[config.mk]
export PLATFORM = sky130hd
export DESIGN_NAME = alu_issue_ctrl
export DESIGN_NICKNAME = d
export VERILOG_FILES = /design/src/rtl/alu_issue_ctrl.sv
export SDC_FILE = /design/constraint.sdc
export NUM_CORES = 1
export LEC_CHECK = 0
export CORE_MARGIN = 3
export CORE_UTILIZATION = 40
export CTS_CLUSTER_SIZE = 16
export DETAILED_ROUTE_END_ITERATION = 7
export HOLD_SLACK_MARGIN = 0.1
export PLACE_DENSITY = 0.92
export SYNTH_ARGS = -nofsm -noshare
export SYNTH_HDL_FRONTEND = slang
export SYNTH_SLANG_ARGS = --single-unit
[constraint.sdc]
create_clock -name clk -period 2.1 [get_ports clk]
set_clock_uncertainty 0.15 [all_clocks]
set_input_delay 0.42 -clock clk [delete_from_list [all_inputs] [get_ports clk]]
set_output_delay 0.42 -clock clk [all_outputs]
set_load 0.01 [all_outputs]
[src/rtl/alu_issue_ctrl.sv]
// Execute-stage issue controller for the RV32 ALU: decodes ALU control, registers operands,
// captures the ALU result/zero flag, resolves beq/bne and returns a valid/ready response.
module alu_issue_ctrl #(
    parameter int XLEN  = 32,
    parameter int CNT_W = 16
) (
    input  logic             clk,
    input  logic             reset,
    input  logic             req_valid,
    output logic             req_ready,
    input  logic [1:0]       ALUOp,
    input  logic [2:0]       funct3,
    input  logic             funct7_5,
    input  logic             is_rtype,
    input  logic             alu_src,
    input  logic [XLEN-1:0]  rs1_data,
    input  logic [XLEN-1:0]  rs2_data,
    input  logic [XLEN-1:0]  imm,
    output logic [XLEN-1:0]  alu_A,
    output logic [XLEN-1:0]  alu_B,
    output logic [3:0]       alu_ctrl,
    input  logic [XLEN-1:0]  alu_result,
    input  logic             alu_zero,
    output logic             rsp_valid,
    input  logic             rsp_ready,
    output logic [XLEN-1:0]  rsp_result,
    output logic             rsp_zero,
    output logic             rsp_taken,
    output logic             rsp_illegal,
    output logic [CNT_W-1:0] op_count
);

    typedef enum logic [1:0] {
        ST_IDLE = 2'b00,
        ST_EXEC = 2'b01,
        ST_RESP = 2'b10
    } state_t;

    state_t            state_r;
    state_t            state_next_s;
    logic              accept_s;
    logic              capture_s;
    logic              done_s;
    logic              taken_s;
    logic [4:0]        dec_s;

    logic [XLEN-1:0]   alu_a_r;
    logic [XLEN-1:0]   alu_b_r;
    logic [3:0]        alu_ctrl_r;
    logic [1:0]        op_r;
    logic [2:0]        funct3_r;
    logic              illegal_r;
    logic              req_ready_r;
    logic              rsp_valid_r;
    logic [XLEN-1:0]   rsp_result_r;
    logic              rsp_zero_r;
    logic              rsp_taken_r;
    logic              rsp_illegal_r;
    logic [CNT_W-1:0]  op_count_r;

    // Returns {illegal, alu_ctrl}; branch compares always run SUB so the zero flag is valid.
    function automatic logic [4:0] decode_op(input logic [1:0] op, input logic [2:0] f3,
                                             input logic f7, input logic rtype);
        logic [4:0] res;
        res = {1'b1, 4'b1111};
        case (op)
            2'b00: res = {1'b0, 4'b0010};
            2'b01: res = ((f3 == 3'b000) || (f3 == 3'b001)) ? {1'b0, 4'b0110} : {1'b1, 4'b0110};
            2'b10: begin
                case (f3)
                    3'b000:  res = (rtype && f7) ? {1'b0, 4'b0110} : {1'b0, 4'b0010};
                    3'b111:  res = {1'b0, 4'b0000};
                    3'b110:  res = {1'b0, 4'b0001};
                    default: res = {1'b1, 4'b1111};
                endcase
            end
            2'b11:   res = {1'b0, 4'b0011};
            default: res = {1'b1, 4'b1111};
        endcase
        return res;
    endfunction

    // Next-state logic and the per-phase strobes.
    always_comb begin
        state_next_s = state_r;
        accept_s     = 1'b0;
        capture_s    = 1'b0;
        done_s       = 1'b0;
        case (state_r)
            ST_IDLE: begin
                if (req_valid) begin
                    accept_s     = 1'b1;
                    state_next_s = ST_EXEC;
                end else begin
                    state_next_s = ST_IDLE;
                end
            end
            ST_EXEC: begin
                capture_s    = 1'b1;
                state_next_s = ST_RESP;
            end
            ST_RESP: begin
                if (rsp_ready) begin
                    done_s       = 1'b1;
                    state_next_s = ST_IDLE;
                end else begin
                    state_next_s = ST_RESP;
                end
            end
            default: state_next_s = ST_IDLE;
        endcase
    end

    // Instruction decode of the live request fields.
    always_comb begin
        dec_s = decode_op(ALUOp, funct3, funct7_5, is_rtype);
    end

    // Branch resolution from the captured op and the settled ALU zero flag.
    always_comb begin
        taken_s = 1'b0;
        if (op_r == 2'b01) begin
            if (funct3_r == 3'b000) begin
                taken_s = alu_zero;
            end else if (funct3_r == 3'b001) begin
                taken_s = ~alu_zero;
            end else begin
                taken_s = 1'b0;
            end
        end else begin
            taken_s = 1'b0;
        end
    end

    // FSM state register.
    always_ff @(posedge clk) begin
        if (!reset) begin
            state_r <= ST_IDLE;
        end else begin
            state_r <= state_next_s;
        end
    end

    // Operand/control registers feeding the ALU; loaded only on accept.
    always_ff @(posedge clk) begin
        if (!reset) begin
            alu_a_r    <= {XLEN{1'b0}};
            alu_b_r    <= {XLEN{1'b0}};
            alu_ctrl_r <= 4'b1111;
            op_r       <= 2'b00;
            funct3_r   <= 3'b000;
            illegal_r  <= 1'b0;
        end else if (accept_s) begin
            alu_a_r    <= rs1_data;
            alu_b_r    <= alu_src ? imm : rs2_data;
            alu_ctrl_r <= dec_s[3:0];
            op_r       <= ALUOp;
            funct3_r   <= funct3;
            illegal_r  <= dec_s[4];
        end
    end

    // Response capture at the end of EXEC; illegal ops report a zero result.
    always_ff @(posedge clk) begin
        if (!reset) begin
            rsp_result_r  <= {XLEN{1'b0}};
            rsp_zero_r    <= 1'b0;
            rsp_taken_r   <= 1'b0;
            rsp_illegal_r <= 1'b0;
        end else if (capture_s) begin
            rsp_result_r  <= illegal_r ? {XLEN{1'b0}} : alu_result;
            rsp_zero_r    <= alu_zero;
            rsp_taken_r   <= illegal_r ? 1'b0 : taken_s;
            rsp_illegal_r <= illegal_r;
        end
    end

    // Handshake flags registered from the next state so they line up with the FSM.
    always_ff @(posedge clk) begin
        if (!reset) begin
            req_ready_r <= 1'b1;
            rsp_valid_r <= 1'b0;
        end else begin
            req_ready_r <= (state_next_s == ST_IDLE);
            rsp_valid_r <= (state_next_s == ST_RESP);
        end
    end

    // Saturating count of completed responses.
    always_ff @(posedge clk) begin
        if (!reset) begin
            op_count_r <= {CNT_W{1'b0}};
        end else if (done_s && (op_count_r != {CNT_W{1'b1}})) begin
            op_count_r <= op_count_r + {{(CNT_W-1){1'b0}}, 1'b1};
        end
    end

    assign req_ready   = req_ready_r;
    assign alu_A       = alu_a_r;
    assign alu_B       = alu_b_r;
    assign alu_ctrl    = alu_ctrl_r;
    assign rsp_valid   = rsp_valid_r;
    assign rsp_result  = rsp_result_r;
    assign rsp_zero    = rsp_zero_r;
    assign rsp_taken   = rsp_taken_r;
    assign rsp_illegal = rsp_illegal_r;
    assign op_count    = op_count_r;

endmodule

==> run metrics, run 1 <==
status=completed; P_leak=3.280 nW; fmax=about 490 MHz; Worst Tran Pin Value=631.5 ps; DRT Wirelength=approximately 16000 um; Cells after Synth=598; Setup Viol. Count Final=0; Congestion Overflow GR=0; Port Buffers=approximately 260; wire per inst=between 15 and 20 um; Yosys top cell by area=dfxtp_1; switching power=~1.5 mW; placed cells=slightly above 1000; post-synth top area share=49.51%; commonest non-fill, non-tap cell in the layout=clkdlybuf4s50_1; drt first-iter violations=300; Max-Cap Viols=0; Buf+Inv Stages, Crit Path=1; most frequent cells in the layout=260 x clkdlybuf4s50_1, 128 x dfxtp_1, 88 x nand2_1; post-synthesis compound-gate area fraction=16.36%; DIE AREA=roughly 14000 um2; CP max-delay cell=clkdlybuf4s50_1; Fin Hold WS=approximately 300 ps; FF+latch count, synth=129; io pins=about 260; vias per cell=5.039; Hold Crit Class=reg -> reg; Pins Over Slew Limit=0; Avg Cell Area, Syn=roughly 8.7 um2; period utilisation layout=97.11%; vias in the first global route=approximately 5200; Global Route Usage Sum=21.70%; CTS Hold Bufs=0; Die Y=120.2 um; # rows=41; DR vias=5246; Hold Crit Start=alu_A[4]; Core ar.=12670 um2; Post-Syn Area=~5200 um2; post-route cell area=8667 um2; number of buffers created by CTS=17; Cell Area, Placed=8100 um2; Layout area overhead=66.15%; leading register cell type out of synthesis=dfxtp_1; ys async rst share=0%; post-synthesis mux area share=6.716%; post-DP HPWL=11610 um; first-pass GRT wire length=25160 um; Flop pwr share=40.5%; layout cells sized above 1=7.825%; final net count=999; crit-path max FO=6; Max VDD drop=0.0004917 V; cell family with most CP delay=buffers and inverters; met2 WL=8065 um; GPL Wtd Cong=0.8278; cell internal pwr=approximately 5.1 mW; antenna-violating nets left=0; post-synthesis xor/xnor area fraction=0.3358%; EDFF count, synth=0; pin count of the biggest net entering global routing=44; clk slew on worst S/H paths=50 ps; WP data arrival=~1500 ps; slew margin rel.=between 50% and 60%; setup bufs post-CTS=0; switching share of power=23.24%; post-synthesis adder-cell area fraction=less than 1%; Tmin final=2039 ps; H-tree depth=4; non-filler cells, final=roughly 1000; Logic pwr share=16.9%; top routing layer used=met4; root buffer cell=clkbuf_16; critical path's largest stage delay=600 ps; critical path type=reg -> out; CP cell instances=clkdlybuf4s50_1; Critical Path RT=1530 ps; clock power share=42.6%; yosys warns=0; CP startpoint kind=flop; post-synthesis simple-gate area fraction=22.52%; Critical path origin=op_count[13]; insertion delay to the later sink of the worst-skew pair=between 400 and 500 ps; met1 wire length=6092 um; Cell variety after synth=47; Hold Violations, Final=0; met3 WL=1371 um; syn nets=740; initial antenna violation count=0; critical path endpoint category=output port; cts repair resizes=0; Power Dens Cells=~760 nW/um2; Die X=120.2 um; clock sink total=about 130; Initial Util=slightly above 40%; RSZ-0062 raised after global routing=false; first drt pass iteration count=4; antenna cells=0; top cells by area, synth=dfxtp_1 50%, a21oi_1 8.2%, mux2i_1 6.7%, nand2_1 6.3%, nor2_1 5.4%; main combinational cell family by area after synthesis=simple AND/OR/NAND/NOR gates; CTS Buffer Depth=2; DRC viols=0; worst r2r src=op_count[0]; sequential element share of the synthesized area=49.51%; CTS tree=done
==> final cells by class <==
type	count	area [um2]
well taps	172	215.2
clock inverters	6	80.08
multi-input cells	417	2414
clock buffers	25	485.5
fillers	959	4004
repair buffers	288	2873
inverters	4	16.27
flip-flops and latches	129	2584
==> logic make-up after synthesis <==
group / count (synthesis)
compound gates: 142
mux: 35
flops: 129
simple gates: 237
xor+xnor: 2
fa+ha+maj: 1
buf+inv: 52
==> final timing paths <==
check / to / slack, ps / cells after the start
worst min register to register: alu_A[4] / 300 / 2
worst max register to register: op_count[4] / 190 / 5
worst max-delay path: op_count[13] / 60 / 1
worst min-delay path: alu_A[4] / 300 / 2
==> power by group through the flow <==
stage          sequential [mW]  combinational, mW  clock [mW]
2_1_floorplan             2.78              0.383           0
3_3_place_gp              2.72               1.10           0
3_5_place_dp              2.72               1.12           0
4_1_cts                   2.67               1.13        2.85
5_1_grt                   2.69               1.21        2.97
6_report                  2.67               1.12        2.81
==> routing by layer <==
| metal | vias up | global-route usage [%] |
|---|---|---|
| met2 | 203 | 38.53 |
| met3 | 29 | 8.466 |
| met1 | 2407 | 23.29 |
| met5 | - | 0 |
| li1 | 2607 | - |
| met4 | 0 | 8.017 |
==> sequential cells by signal, summed over array words and instances, names as in the netlist, 2 cells and up <==
register	cells
op_r	2
alu_B	32
op_count	16
state_r	2
funct3_r	3
rsp_result	32
alu_A	32
alu_ctrl	4
==> synth_stat cells (all sizes together) (5+ instances only) <==
cell and instances:
clkbuf 31, a21oi 85, nor2 75, o21ai 7
dfxtp 129, or3 6, nor3b 32, nand3 5
nand2 89, nand4 9, buf 17, a211oi 33
mux2i 35
==> worst min-delay path, cell delays in order, from the launching register on <==
cell     delay [ps]
dfxtp_1         300
nand2_1          50
a21oi_1          50
==> through the flow <==
stage               setup TNS (ps)  worst slack (ps)  utilization, %  total power [mW]
floorplan                        0             418.9               -             3.167
global placement            -232.3            -64.75           63.93             3.813
detailed placement          -492.5            -94.84           63.93             3.841
CTS                              0             26.82           68.39             6.655
global route                     0             5.148           68.40             6.873
finish                           0             60.61           68.40             6.601
Note: power is estimated with default switching activity, not from simulation.
==> run 2: changes to the inputs <==
- CORE_UTILIZATION: 40 -> 50
- DONT_BUFFER_PORTS: not set -> 1
- PLACE_DENSITY: 0.92 -> 0.77
==> run 2 against run 1 <==
Effect of this change:
- die area fell by 19%
- combinational power decreased by 34%
- global-route usage up 8.5 points
- wire length increased by 13%
- critical path depth is 3 higher
- count of clock-buffer cells in the layout down 5
- utilization increased by 5.8 points
- sequential share of layout area grew 5.2 points
- critical endpoint is now alu_B[7]
- largest power group unchanged
==> run metrics, run 2 (same netlist as run 1, synthesis figures left out) <==
period utilisation layout=91.52% (was 97.11%); Max VDD drop=0.0005335 V (was 0.0004917 V); drt first-iter violations=371 (was 300); pin count of the biggest net entering global routing=56 (was 44); insertion delay to the later sink of the worst-skew pair=510 ps (was 410 ps); setup total negative slack=0 ps (unchanged); Layout area overhead=41.54% (was 66.15%); top routing layer used=met4 (unchanged); Reg2Reg Setup Slack=230 ps (was 190 ps); Critical Path RT=2360 ps (was 1530 ps); Power Dens Cells=908.1 nW/um2 (was 761.7 nW/um2); CTS Buffer Depth=2 (unchanged); slew margin rel.=58.31% (was 57.58%); vias in the first global route=5442 (was 5182); commonest non-fill, non-tap cell in the layout=dlygate4sd3_1 (was clkdlybuf4s50_1); Initial Util=52.40% (was 41.17%); met2 WL=8933 um (was 8065 um); clk slew on worst S/H paths=60 ps (was 50 ps); CP startpoint kind=input pin (was flop); layout cells sized above 1=8.266% (was 7.825%); Die Y=108.1 um (was 120.2 um); critical path endpoint category=flop (was output port); DRT Wirelength=17890 um (was 15880 um); Overall Power=6.705 mW (was 6.601 mW); worst r2r src=op_count[0] (unchanged); # rows=36 (was 41); crit-path max FO=42 (was 6); Die X=108.1 um (was 120.2 um); final net count=867 (was 999); Final WS setup=178.0 ps (was 60.61 ps); clock sink total=129 (unchanged); Critical path origin=reset (was op_count[13]); CTS tree=done (unchanged); cts repair resizes=0 (unchanged); most frequent cells in the layout=138 x dlygate4sd3_1, 129 x dfxtp_1, 88 x nand2_1 (was 260 x clkdlybuf4s50_1, 128 x dfxtp_1, 88 x nand2_1); P_leak=2.858 nW (was 3.280 nW); H-tree depth=4 (unchanged); pre-CTS setup slack=242.8 ps (was -94.84 ps); Congestion Overflow GR=0 (unchanged); antenna-violating nets left=0 (unchanged); wire per inst=20.46 um (was 15.26 um); worst setup path endpoint=alu_B[7] (was op_count[13]); Pins Over Slew Limit=0 (unchanged); DIE AREA=11690 um2 (was 14450 um2); first-pass GRT wire length=27430 um (was 25160 um); status=completed (unchanged); Critical R2R Capture=op_count[15] (was op_count[4]); Fin Hold WS=145.3 ps (was 301.1 ps); Setup Viol. Count Final=0 (unchanged); fmax=520.3 MHz (was 490.3 MHz); DR vias=5158 (was 5246); initial antenna violation count=3 (was 0); # fillers=634 (was 959); vias per cell=5.902 (was 5.039); Worst Tran Pin Value=623.8 ps (was 631.5 ps); Hold Crit Class=in -> reg (was reg -> reg); Worst Reg-to-Reg Cells=5 (unchanged); first drt pass iteration count=5 (was 4); GPL Wtd Cong=0.8082 (was 0.8278); critical path type=in -> reg (was reg -> out); number of buffers created by CTS=17 (unchanged); io pins=262 (unchanged); DRC viols=0 (unchanged); final core utilization=74.17% (was 68.40%); Global Route Usage Sum=30.18% (was 21.70%); Max-Cap Viols=0 (unchanged); Core ar.=9955 um2 (was 12670 um2); Port Buffers=0 (was 261); post-DP HPWL=9892 um (was 11610 um); met3 WL=1959 um (was 1371 um); Tmin final=1922 ps (was 2039 ps); Hold Violations, Final=0 (unchanged); root buffer cell=clkbuf_8 (was clkbuf_16); RSZ-0062 raised after global routing=false (unchanged); WP data arrival=2180 ps (was 1470 ps); met1 wire length=6057 um (was 6092 um)
[run 2: changes by cell type in the layout (fill, tap and decap cells not counted), moves of 2 or more]
cell	before	now
clkinv_4	0	4
buf_4	22	15
buf_12	5	3
diode_2	0	3
clkinv_2	5	1
dlygate4sd3_1	0	138
clkinvlp_4	0	3
clkdlybuf4s50_1	260	0
bufinv_16	2	5
clkbuf_1	5	2
[run 2: metal layers]
metal / vias up / GRT usage [%]
met4: 0 / 19.39
li1: 2361 / -
met2: 328 / 52.89
met1: 2400 / 28.95
met5: - / 0
met3: 69 / 12.78
[run 2: worst min-delay path by stage]
stage	from	slack [ps]	end	cells after the start
floorplan	funct3_r[2]	280	funct3_r[2]	2
global placement	funct3_r[2]	290	funct3_r[2]	2
detailed placement	funct3_r[1]	300	funct3_r[1]	2
CTS	funct3[1]	120	alu_ctrl[3]	3
global route	funct3[1]	160	alu_ctrl[3]	3
finish	funct3[1]	150	alu_ctrl[3]	3
[run 2: area by class of cell]
type / instances / area, um2 / share of cell area (%)
Sequential cell: 129 / 2582 / 34.98
Multi-Input combinational cell: 417 / 2414 / 32.69
Timing Repair Buffer: 156 / 1554 / 21.05
Clock buffer: 20 / 435.4 / 5.897
Clock inverter: 12 / 207.7 / 2.813
Tap cell: 133 / 166.4 / 2.254
Inverter: 4 / 16.27 / 0.2203
Antenna cell: 3 / 7.507 / 0.1017
[run 2: where the power goes]
group          switching (mW)  internal, mW  total (mW)
clock                    1.10          2.09        3.18
combinational           0.363         0.378       0.741
sequential              0.184          2.60        2.78
total                    1.64          5.06        6.70
[run 2: critical path, cell delays in order]
cell,delay [ps]
dlygate4sd3_1,880
clkinv_2,330
buf_12,260
a211oi_1,270
[run 2: through the flow]
stage / instances / instance area [um2]
6_report: 874 / 7383
5_1_grt: 874 / 7383
4_1_cts: 871 / 7376
3_5_place_dp: 701 / 5351
3_3_place_gp: 701 / 5351
2_1_floorplan: 598 / 5216
[run 2: what timing repair did]
action,4_1_cts,5_1_grt
setup endpoints to repair,0,0
hold buffers,138,0
setup buffers,0,0
endpoints found under the hold margin,119,0
==> run 3: changes to the inputs <==
- MAX_ROUTING_LAYER: not set -> met4
- clock period: 2.1 -> 2 ns (I/O delays scaled with it)
==> run 3 against run 2 <==
Effect of this change:
- combinational power rose by 4.6%
- via count rose by 0.27%
- final area fell by 0.71%
- sequential cell count did not move
- non-clock buffer count fell by 3
- sequential share of layout area rose by 0.25 points
- critical path depth rose by 1
- register-to-register slack got worse by 80 ps
- critical endpoint is now op_count[14]
- largest cell class unchanged
==> run metrics, run 3 (same netlist as run 1, synthesis figures left out) <==
switching share of power=25.48% (was 24.50%); number of buffers created by CTS=17 (unchanged); drt first-iter violations=499 (was 371); critical path endpoint category=flop (unchanged); post-DP HPWL=9906 um (was 9892 um); GPL Wtd Cong=0.8499 (was 0.8082); pin count of the biggest net entering global routing=58 (was 56); critical path type=reg -> reg (was in -> reg); DRC viols=0 (unchanged); Initial Util=52.40% (unchanged); Flop pwr share=42.7% (was 41.5%); # rows=36 (unchanged); period utilisation layout=92.32%; clock sink total=129 (unchanged); Critical Path RT=2280 ps (was 2360 ps); CP startpoint kind=flop (was input pin); P_leak=2.838 nW (was 2.858 nW); Worst Reg-to-Reg Cells=5 (unchanged); Port Buffers=0 (unchanged); Hold Crit Class=in -> reg (unchanged); Logic pwr share=11.3% (was 11.1%); pre-CTS setup slack=167.2 ps (was 242.8 ps); Pins Over Slew Limit=0 (unchanged); Max-Cap Viols=0 (unchanged); RSZ-0062 raised after global routing=false (unchanged); Hold Violations, Final=0 (unchanged); final net count=864 (was 867); Hold Crit Start=funct3[2] (was funct3[1]); Core ar.=9955 um2 (unchanged); root buffer cell=clkbuf_8 (unchanged); clk slew on worst S/H paths=60 ps (about the same); layout cells sized above 1=8.027% (was 8.266%); fmax=541.6 MHz; first-pass GRT wire length=27880 um (was 27430 um); setup total negative slack=0 ps (unchanged); vias per cell=5.931 (was 5.902); worst r2r src=op_count[0] (unchanged); hold endpoint=illegal_r (was alu_ctrl[3]); switching power=1.742 mW (was 1.642 mW); Critical R2R Capture=op_count[14] (was op_count[15]); clock power share=45.9% (was 47.5%); CTS tree=done (unchanged); Power Dens Cells=932.9 nW/um2 (was 908.1 nW/um2); most frequent cells in the layout=137 x dlygate4sd3_1, 129 x dfxtp_1, 88 x nand2_1 (was 138 x dlygate4sd3_1, 129 x dfxtp_1, 88 x nand2_1); DRT Wirelength=18120 um (was 17890 um); io pins=262 (unchanged); initial antenna violation count=3 (unchanged); CTS Buffer Depth=2 (unchanged); H-tree depth=4 (unchanged); Worst Hold Depth=4 (was 3); Worst Tran Pin Value=559.7 ps (was 623.8 ps); vias in the first global route=5203 (was 5442); Die Y=108.1 um (unchanged); insertion delay to the later sink of the worst-skew pair=510 ps (about the same); Reg2Reg Setup Slack=150 ps (was 230 ps); Die X=108.1 um (unchanged); slew margin rel.=62.69% (was 58.31%); setup bufs post-CTS=0 (unchanged); Max VDD drop=0.0005440 V (was 0.0005335 V); Congestion Overflow GR=0 (unchanged); crit-path max FO=6 (was 42); DIE AREA=11690 um2 (unchanged); DR vias=5172 (was 5158); first drt pass iteration count=5 (unchanged); antenna-violating nets left=0 (unchanged); WP data arrival=2120 ps (was 2180 ps); Tmin final=1846 ps; Setup Viol. Count Final=0 (unchanged); Final WS setup=153.6 ps (was 178.0 ps); Global Route Usage Sum=31.38% (was 30.18%); Layout area overhead=40.54% (was 41.54%); status=completed (unchanged); commonest non-fill, non-tap cell in the layout=dlygate4sd3_1 (unchanged); cell internal pwr=5.096 mW (was 5.062 mW); wire per inst=20.78 um (was 20.46 um)
run 3: metrics by stage:
step / cell area (um2) / hold WS, ps / power, mW / std cells / utilization (%)
after floorplan: 5216 / 281.3 / 3.325 / 598 / -
after global placement: 5329 / 287.9 / 3.410 / 698 / 53.53
after detailed placement: 5329 / 298.3 / 3.440 / 698 / 53.53
after CTS: 7313 / 131.7 / 6.800 / 868 / 73.47
after global routing: 7328 / 228.5 / 7.077 / 871 / 73.62
final: 7331 / 170.6 / 6.839 / 872 / 73.64
run 3: repair_timing:
item,in CTS,in global routing
setup endpoints to repair,0,35
gates resized for setup,0,2
endpoints found under the hold margin,120,0
hold buffers,138,0
run 3: area by class of cell:
class | count | area (um2)
clock buffer | 21 | 449.2
sequential | 129 | 2582
clock inverter | 11 | 153.9
timing repair buffer | 153 | 1534
multi-input combinational | 417 | 2419
fill | 629 | 2624
antenna | 4 | 10.01
tap | 133 | 166.4
inverter | 4 | 16.27
run 3: power by group through the flow:
stage,Sequential [mW],Clock [mW],Combinational [mW]
after floorplan,2.92,0,0.402
after global placement,2.96,0,0.450
after detailed placement,2.96,0,0.475
after CTS,2.91,3.17,0.721
after global routing,2.93,3.30,0.840
final,2.92,3.14,0.775
run 3: critical path: stages (launching register included):
cell and delay, ps:
dfxtp_1 450, ha_1 250, and3_1 210, o2111ai_2 190
or3_1 390, a21oi_1 140
run 3: worst max path at each step:
stage                         to        start  depth (start not counted)  slack [ps]
CTS                    alu_B[22]        reset                          4          20
global route        op_count[10]  op_count[0]                          5           2
global placement    op_count[14]  op_count[0]                          5         190
finish              op_count[14]  op_count[0]                          5         150
floorplan           op_count[14]  op_count[0]                          5         320
detailed placement  op_count[13]  op_count[0]                          5         170
run 3: metal layers:
metal / global-route usage [%] / wire length [um]
met4: 15.06 / 794
met2: 52.53 / 9085
met5: - / 0
met3: 11.94 / 2101
met1: 32.51 / 6143
